$ cat config.mk
export PLATFORM = sky130hd
export DESIGN_NAME = hash_receiver
export DESIGN_NICKNAME = d
export VERILOG_FILES = /design/src/rtl/hash_receiver.sv
export SDC_FILE = /design/constraint.sdc
export NUM_CORES = 1
export LEC_CHECK = 0
export BUFFER_PORTS_ARGS = -buffer_cell sky130_fd_sc_hd__clkbuf_2
export CORE_MARGIN = 2
export CORE_UTILIZATION = 50
export DETAILED_ROUTE_END_ITERATION = 10
export PLACE_DENSITY = 0.79
export SLEW_MARGIN = 10
export SYNTH_ARGS = -nofsm -noshare
export SYNTH_HDL_FRONTEND = slang
export SYNTH_SLANG_ARGS = --single-unit
$ cat constraint.sdc
create_clock -name Clock -period 3.96 [get_ports Clock]
set_input_delay 0.792 -clock Clock [delete_from_list [all_inputs] [get_ports Clock]]
set_output_delay 0.792 -clock Clock [all_outputs]
set_load 0.02 [all_outputs]
$ cat src/rtl/hash_receiver.sv
// Receive side of the string-checker hash link: reassembles an LSB-first byte stream
// into a NUM_BYTES-byte hash and flags malformed frames. Optional ARMED timeout: RX_TIMEOUT_EN.
module hash_receiver #(
    parameter int NUM_BYTES = 8,
    parameter int BYTE_W    = 8
`ifdef RX_TIMEOUT_EN
    ,
    parameter int TIMEOUT_CYCLES = 64
`endif
) (
    input  logic                        Clock,
    input  logic                        Reset,
    input  logic [BYTE_W-1:0]           hashData,
    input  logic                        z1,
    input  logic                        z2,
    output logic [NUM_BYTES*BYTE_W-1:0] HashOut,
    output logic                        HashValid,
    output logic                        WordSeen,
    output logic                        FrameError,
    output logic                        Busy,
    output logic [3:0]                  ByteCount
);

    localparam int HASH_W = NUM_BYTES * BYTE_W;
    // Only the bytes still waiting for the final one are held; the last byte goes straight to HashOut.
    localparam int SHR_W  = (NUM_BYTES - 1) * BYTE_W;
    localparam logic [3:0] LAST_IDX = 4'(NUM_BYTES - 1);
    localparam logic [3:0] FULL_CNT = 4'(NUM_BYTES);

    typedef enum logic [1:0] {
        IDLE  = 2'd0,
        ARMED = 2'd1,
        RECV  = 2'd2,
        DRAIN = 2'd3
    } state_t;

    state_t             state_q, state_d;
    logic [3:0]         cnt_q, cnt_d;
    logic [SHR_W-1:0]   shreg_q, shreg_d;
    logic [HASH_W-1:0]  hash_q, hash_d;
    logic               valid_q, valid_d;
    logic               err_q, err_d;
    logic               seen_q, seen_d;
    logic               long_q, long_d;
    logic [SHR_W-1:0]   shift_in;

`ifdef RX_TIMEOUT_EN
    localparam int TMO_W = $clog2(TIMEOUT_CYCLES + 1);
    logic [TMO_W-1:0]   tmo_q, tmo_d;
`endif

    assign shift_in = {hashData, shreg_q[SHR_W-1:BYTE_W]};

    always_comb begin
        state_d = state_q;
        cnt_d   = cnt_q;
        shreg_d = shreg_q;
        hash_d  = hash_q;
        valid_d = 1'b0;
        err_d   = 1'b0;
        seen_d  = seen_q;
        long_d  = long_q;
`ifdef RX_TIMEOUT_EN
        tmo_d   = tmo_q;
`endif
        unique case (state_q)
            IDLE: begin
                if (z1) begin
                    shreg_d = shift_in;
                    cnt_d   = 4'd1;
                    state_d = RECV;
                end else if (z2) begin
                    seen_d  = 1'b1;
                    state_d = ARMED;
`ifdef RX_TIMEOUT_EN
                    tmo_d   = '0;
`endif
                end
            end
            ARMED: begin
                if (z1) begin
                    shreg_d = shift_in;
                    cnt_d   = 4'd1;
                    seen_d  = 1'b0;
                    state_d = RECV;
                end
`ifdef RX_TIMEOUT_EN
                else if (tmo_q == TMO_W'(TIMEOUT_CYCLES - 1)) begin
                    err_d   = 1'b1;
                    seen_d  = 1'b0;
                    state_d = IDLE;
                end else begin
                    tmo_d   = tmo_q + 1'b1;
                end
`endif
            end
            RECV: begin
                if (z1) begin
                    shreg_d = shift_in;
                    if (cnt_q == LAST_IDX) begin
                        hash_d  = {hashData, shreg_q};
                        valid_d = 1'b1;
                        cnt_d   = FULL_CNT;
                        long_d  = 1'b0;
                        state_d = DRAIN;
                    end else begin
                        cnt_d   = cnt_q + 4'd1;
                    end
                end else begin
                    err_d   = 1'b1;
                    cnt_d   = 4'd0;
                    state_d = IDLE;
                end
            end
            DRAIN: begin
                // Extra bytes of a long frame are dropped; the error is reported only once.
                if (!z1) begin
                    cnt_d   = 4'd0;
                    state_d = IDLE;
                end else if (!long_q) begin
                    err_d   = 1'b1;
                    long_d  = 1'b1;
                end
            end
            default: begin
                state_d = IDLE;
            end
        endcase
    end

    always_ff @(posedge Clock or posedge Reset) begin
        if (Reset) begin
            state_q <= IDLE;
            cnt_q   <= 4'd0;
            shreg_q <= '0;
            hash_q  <= '0;
            valid_q <= 1'b0;
            err_q   <= 1'b0;
            seen_q  <= 1'b0;
            long_q  <= 1'b0;
        end else begin
            state_q <= state_d;
            cnt_q   <= cnt_d;
            shreg_q <= shreg_d;
            hash_q  <= hash_d;
            valid_q <= valid_d;
            err_q   <= err_d;
            seen_q  <= seen_d;
            long_q  <= long_d;
        end
    end

`ifdef RX_TIMEOUT_EN
    always_ff @(posedge Clock or posedge Reset) begin
        if (Reset) begin
            tmo_q <= '0;
        end else begin
            tmo_q <= tmo_d;
        end
    end
`endif

    assign HashOut    = hash_q;
    assign HashValid  = valid_q;
    assign WordSeen   = seen_q;
    assign FrameError = err_q;
    assign ByteCount  = cnt_q;
    assign Busy       = (state_q == RECV) || (state_q == DRAIN);

endmodule
==> flow_summary.yaml, run 1 <==
floorplanning:
  die-area_sq_um: 11300
  die_h_um: 106
  start_util_pct: 51.0
  rows: 37
  chipWidth_um: 106
  coreArea_sq_um: 10200
  ios: 84
clock_tree:
  hold_buffers: 0
  cts.sinks: 130
  post_cts_resize_count: 0
  cts_tree: "built"
  cts_setup_buffers: 0
  clkSlewWorstSetupHoldPaths_ns: 0.06
  clock_latency_ns: 0.52
  htreeDepth: 4
  root_buffer: "clkbuf_8"
  clk_path_buf_depth: 2
  cts_buffers: 17
worst_hold_path:
  min_path_type: "input port to async pin"
critical_path:
  rr_startpoint: "state_q[0]"
  ff2ff_setup_slack_ns: 1.53
  cp_max_fo: 34
  critPathLaunchType: "flop"
  cp_data_arrival_time_ns: 2.83
  path_class: "flop to flop"
  ff2ff_path_depth: 4
  end_kind: "flop"
  r2r_end: "HashOut[59]"
  required_ns: 4.36
cells_and_area:
  num-fill-cells: 770
  areaGrowthSynthToFinish_pct: 19.5
  final_cell_mix: "dfrtp_1, clkbuf_2, mux2_2"
  drive_above_1_share_pct: 59.5
  n_antenna_cell: 0
  multi_input_area_sq_um: 1770
  nNetsFinal: 410
  mostFrequentLayoutCell: "dfrtp_1"
  regArea_sq_um: 3250
  stdcell_count: 546
  fin_util_pct: 61.0
place:
  gp_congestion: 0.744
  placed_cells: 514
  io_buffers: 83
  dpl.hpwl_mm: 5.76
route:
  drt-wirelength-per-cell_um: 16.5
  drc: 0
  ant_nets: 0
  num_vias: 2802
  first_pass_iters: 4
  routed_wl_mm: 9.02
  vias_per_cell: 5.13
  drtIter0Drc: 45
logic_synthesis:
  synthFlopType: "dfrtp_1"
  ys_ff_latch: 130
  synth-edff-count: 0
  synthArstFlopShare_pct: 100
  synth_area_per_cell_sq_um: 16.9
  synth_cell_types: 27
  ys_seq_area_share_pct: 62.3
  synthCells: 309
  syn_area_sq_um: 5220
  yosys_warnings: 0
  syn-num-nets: 322
timing:
  clock-skew-final_ns: 0.00793
  rsz0062_at_grt: "no"
  fin_hold_ws_ns: 0.492
  fin_crit_sh_pct: 61.4
  drv_slew: 0
  setup_viol: 0
  tightestPinTransition_ns: 1.05
  max_freq_mhz: 411
  period_minus_slack_ns: 2.43
  setup-tns-final_ns: 0
  finalHoldViolations: 0
  relSlewSlack_pct: 29.8
global_routing:
  grt-ovfl-total: 0
  grt_pass1_wl_mm: 14.8
  grt_use_total_pct: 17.2
  grt_use_met3_pct: 4.97
  top_usage_layer: "met2"
  met1_usage_pct: 24.3
  antenna_found_initial: 0
  grt_max_degree: 57
  use_met2_pct: 24.9
  grt_pass1_vias: 2862
power_and_ir_drop:
  total_power_uw: 3530
  ir_drop_uv: 242
  p_leak_uw: 0.00306
  p_per_area_nw_per_um2: 566
flow_run:
  drv_cap: 0
outcome:
  status: "finished clean"
==> per-stage QoR <==
step	worst slack (ns)	instance area (sq um)
after global placement	1.31	5680
after floorplan	1.56	5220
after CTS	1.52	6240
final	1.53	6240
after global routing	1.38	6240
after detailed placement	1.25	5680
==> cell families (layout without fill, tap and decap cells) <==
logic type               Yosys count  after routing  share of synthesized area (%)
buffers and inverters             23            124                           3.98
adder cells (fa/ha/maj)            1              1                          0.240
AND/OR/NAND/NOR                   18             18                           2.01
AO/OA/AOI/OAI                     17             17                           2.04
multiplexers                     120            120                           29.4
flip-flops                       130            130                           62.3
==> how the worst max path moves through the flow <==
stage | end | cells past startpoint | startpoint
finish | HashOut[59] | 4 | state_q[0]
global route | HashOut[60] | 4 | state_q[0]
CTS | HashOut[59] | 4 | state_q[0]
detailed placement | HashOut[59] | 5 | z1
global placement | HashOut[59] | 5 | z1
floorplan | ByteCount[0] | 1 | Reset
==> synth_stat cells, types with 2 or more instances <==
| cell type | n | area share (%) |
|---|---|---|
| a22o_1 | 2 | 0.34 |
| buf_12 | 6 | 2.3 |
| buf_6 | 2 | 0.43 |
| nand2_1 | 5 | 0.36 |
| inv_1 | 4 | 0.29 |
| mux2_2 | 71 | 15 |
| buf_2 | 7 | 0.67 |
| mux2_4 | 49 | 14 |
| o21ai_0 | 4 | 0.38 |
| nor2_1 | 4 | 0.29 |
| nor2b_1 | 2 | 0.24 |
| clkbuf_1 | 4 | 0.29 |
| dfrtp_1 | 130 | 62 |
| a21oi_1 | 6 | 0.58 |
==> state kept, by name, summed over array words and instances, names as in the netlist <==
register and flops:
ByteCount 4, FrameError 1, state_q 2, HashValid 1, long_q 1, WordSeen 1, shreg_q 56, HashOut 64
==> area by class of cell <==
| cell class | instances | area share [%] |
|---|---|---|
| sequential | 130 | 52.1 |
| clock buffer | 21 | 7.36 |
| tap | 136 | 2.73 |
| clock inverter | 11 | 1.64 |
| multi-input combinational | 156 | 28.4 |
| inverter | 4 | 0.301 |
| timing repair buffer | 88 | 7.46 |
==> report_power, final <==
part	total (uW)	switching [uW]	internal (uW)	leakage, uW
registers	1720	169	1550	0.00168
logic	359	146	213	0.00111
clock network	1460	571	885	0.000271
==> critical path: stages, from the launching register on <==
cell and delay, ns:
dfrtp_1 0.54, nor3b_1 0.35, and3_4 0.63, buf_4 0.40, mux2_2 0.37
==> layer usage <==
layer	vias up	share of wire, %
li1	1274	-
met1	1431	46
met2	77	47
met3	20	4.6
met4	0	1.9
met5	-	0
Note: power is estimated with default switching activity, not from simulation.
==> run 2: changes to the inputs <==
- clock period: 3.96 -> 2.1 ns (I/O delays scaled with it)
==> run 2 against run 1 <==
Against the previous run:
- global-route usage hardly changed
- sequential cell count stayed put
- non-clock buffer count is 1 higher
- clock-buffer cell count is 3 lower
- utilization is 0.62 points higher
- fmax is 35% higher
- largest power group unchanged
==> flow_summary.yaml, run 2 (same netlist as run 1, synthesis figures left out) <==
floorplanning:
  chipWidth_um: 106
  ios: 84
  coreArea_sq_um: 10200
  rows: 37
  start_util_pct: 51.0
  die_h_um: 106
  die-area_sq_um: 11300
route:
  drt-wirelength-per-cell_um: 16.4
  ant_nets: 0
  first_pass_iters: 4
  drtIter0Drc: 96
  drc: 0
  routed_wl_mm: 8.93
  num_vias: 2828
  vias_per_cell: 5.18
critical_path:
  ff2ff_path_depth: 4
  ff2ff_setup_slack_ns: 0.30
  required_ns: 2.49
  path_class: "flop to flop"
  rr_startpoint: "ByteCount[2]"
  cp_max_fo: 39
  critPathLaunchType: "flop"
  end_kind: "flop"
  r2r_end: "HashOut[51]"
  cp_data_arrival_time_ns: 2.19
clock_tree:
  clkSlewWorstSetupHoldPaths_ns: 0.06
  cts_setup_buffers: 0
  cts_buffers: 17
  root_buffer: "clkbuf_8"
  clock_latency_ns: 0.51
  hold_buffers: 0
  post_cts_resize_count: 0
  clk_path_buf_depth: 2
  cts.sinks: 130
  cts_tree: "built"
  htreeDepth: 4
global_routing:
  grt-ovfl-total: 0
  grt_use_total_pct: 17.3
  antenna_found_initial: 0
  grt_pass1_wl_mm: 15.0
  grt_max_degree: 131
  grt_pass1_vias: 2918
timing:
  setup-tns-final_ns: 0
  fin_hold_ws_ns: 0.0793
  fin_ws_ns: 0.298
  finalHoldViolations: 0
  period_minus_slack_ns: 1.80
  setup_viol: 0
  tightestPinTransition_ns: 0.671
  relSlewSlack_pct: 55.2
  drv_slew: 0
  fin_crit_sh_pct: 85.8
  max_freq_mhz: 555
  rsz0062_at_grt: "no"
  clock-skew-final_ns: 0.0106
outcome:
  status: "finished clean"
cells_and_area:
  areaGrowthSynthToFinish_pct: 20.8
  nNetsFinal: 411
  final_cell_mix: "dfrtp_1, clkbuf_2, mux2_2"
  fin_util_pct: 61.6
  drive_above_1_share_pct: 59.5
  mostFrequentLayoutCell: "dfrtp_1"
  n_antenna_cell: 0
  largest_register_ffs: 64
place:
  io_buffers: 83
  dpl.hpwl_mm: 5.60
  gp_congestion: 0.787
  pre_cts_slack_ns: 0.287
power_and_ir_drop:
  ir_drop_uv: 682
  p_per_area_nw_per_um2: 1070
  p_leak_uw: 0.00308
worst_hold_path:
  min_path_type: "input port to async pin"
flow_run:
  drv_cap: 0
==> run 2: changes by cell type in the layout (fill, tap and decap cells not counted) <==
cell | before | now
buf_12 | 1 | 4
clkbuf_8 | 4 | 1
buf_4 | 4 | 2
bufinv_16 | 1 | 3
clkinv_4 | 1 | 3
inv_6 | 3 | 1
==> run 2: layer usage <==
metal  routed length, um  GRT usage (%)
met1                4190           22.9
met2                4140           26.2
met3                 443           6.32
met4                 160           6.30
met5                   0              0
==> run 2: through the flow <==
step	instance area [sq um]	power (uW)	instances
finish	6300	6770	546
global route	6300	7100	546
CTS	6300	6860	546
detailed placement	5720	3970	515
global placement	5720	3900	515
floorplan	5220	3710	309
==> run 2: how the worst max path moves through the flow <==
stage	startpoint	to	slack, ns	cells after the start
global route	ByteCount[2]	HashOut[51]	0.23	4
detailed placement	z1	HashOut[51]	0.29	5
global placement	z1	HashOut[56]	0.33	5
floorplan	Reset	ByteCount[0]	0.07	1
CTS	ByteCount[0]	HashOut[49]	0.31	4
finish	ByteCount[2]	HashOut[51]	0.30	4
==> run 2: area by class of cell <==
class	count	area, sq um
Fill cell	758	3930
Sequential cell	130	3250
Multi-Input combinational cell	156	1770
Timing Repair Buffer	89	510
Clock buffer	18	418
Tap cell	136	170
Clock inverter	13	163
Inverter	4	18.8
==> run 2: report_power, final <==
group / total [uW] / leakage [uW] / switching [uW] / internal, uW
logic: 693 / 0.00113 / 285 / 408
clock network: 2850 / 0.000277 / 1050 / 1800
registers: 3230 / 0.00168 / 310 / 2920
total: 6770 / 0.00308 / 1650 / 5130
==> run 2: critical path: stages (launching register included) <==
cell and delay [ns]:
dfrtp_1 0.44, nor3b_1 0.32, and3_4 0.27, buf_12 0.27, mux2_2 0.38
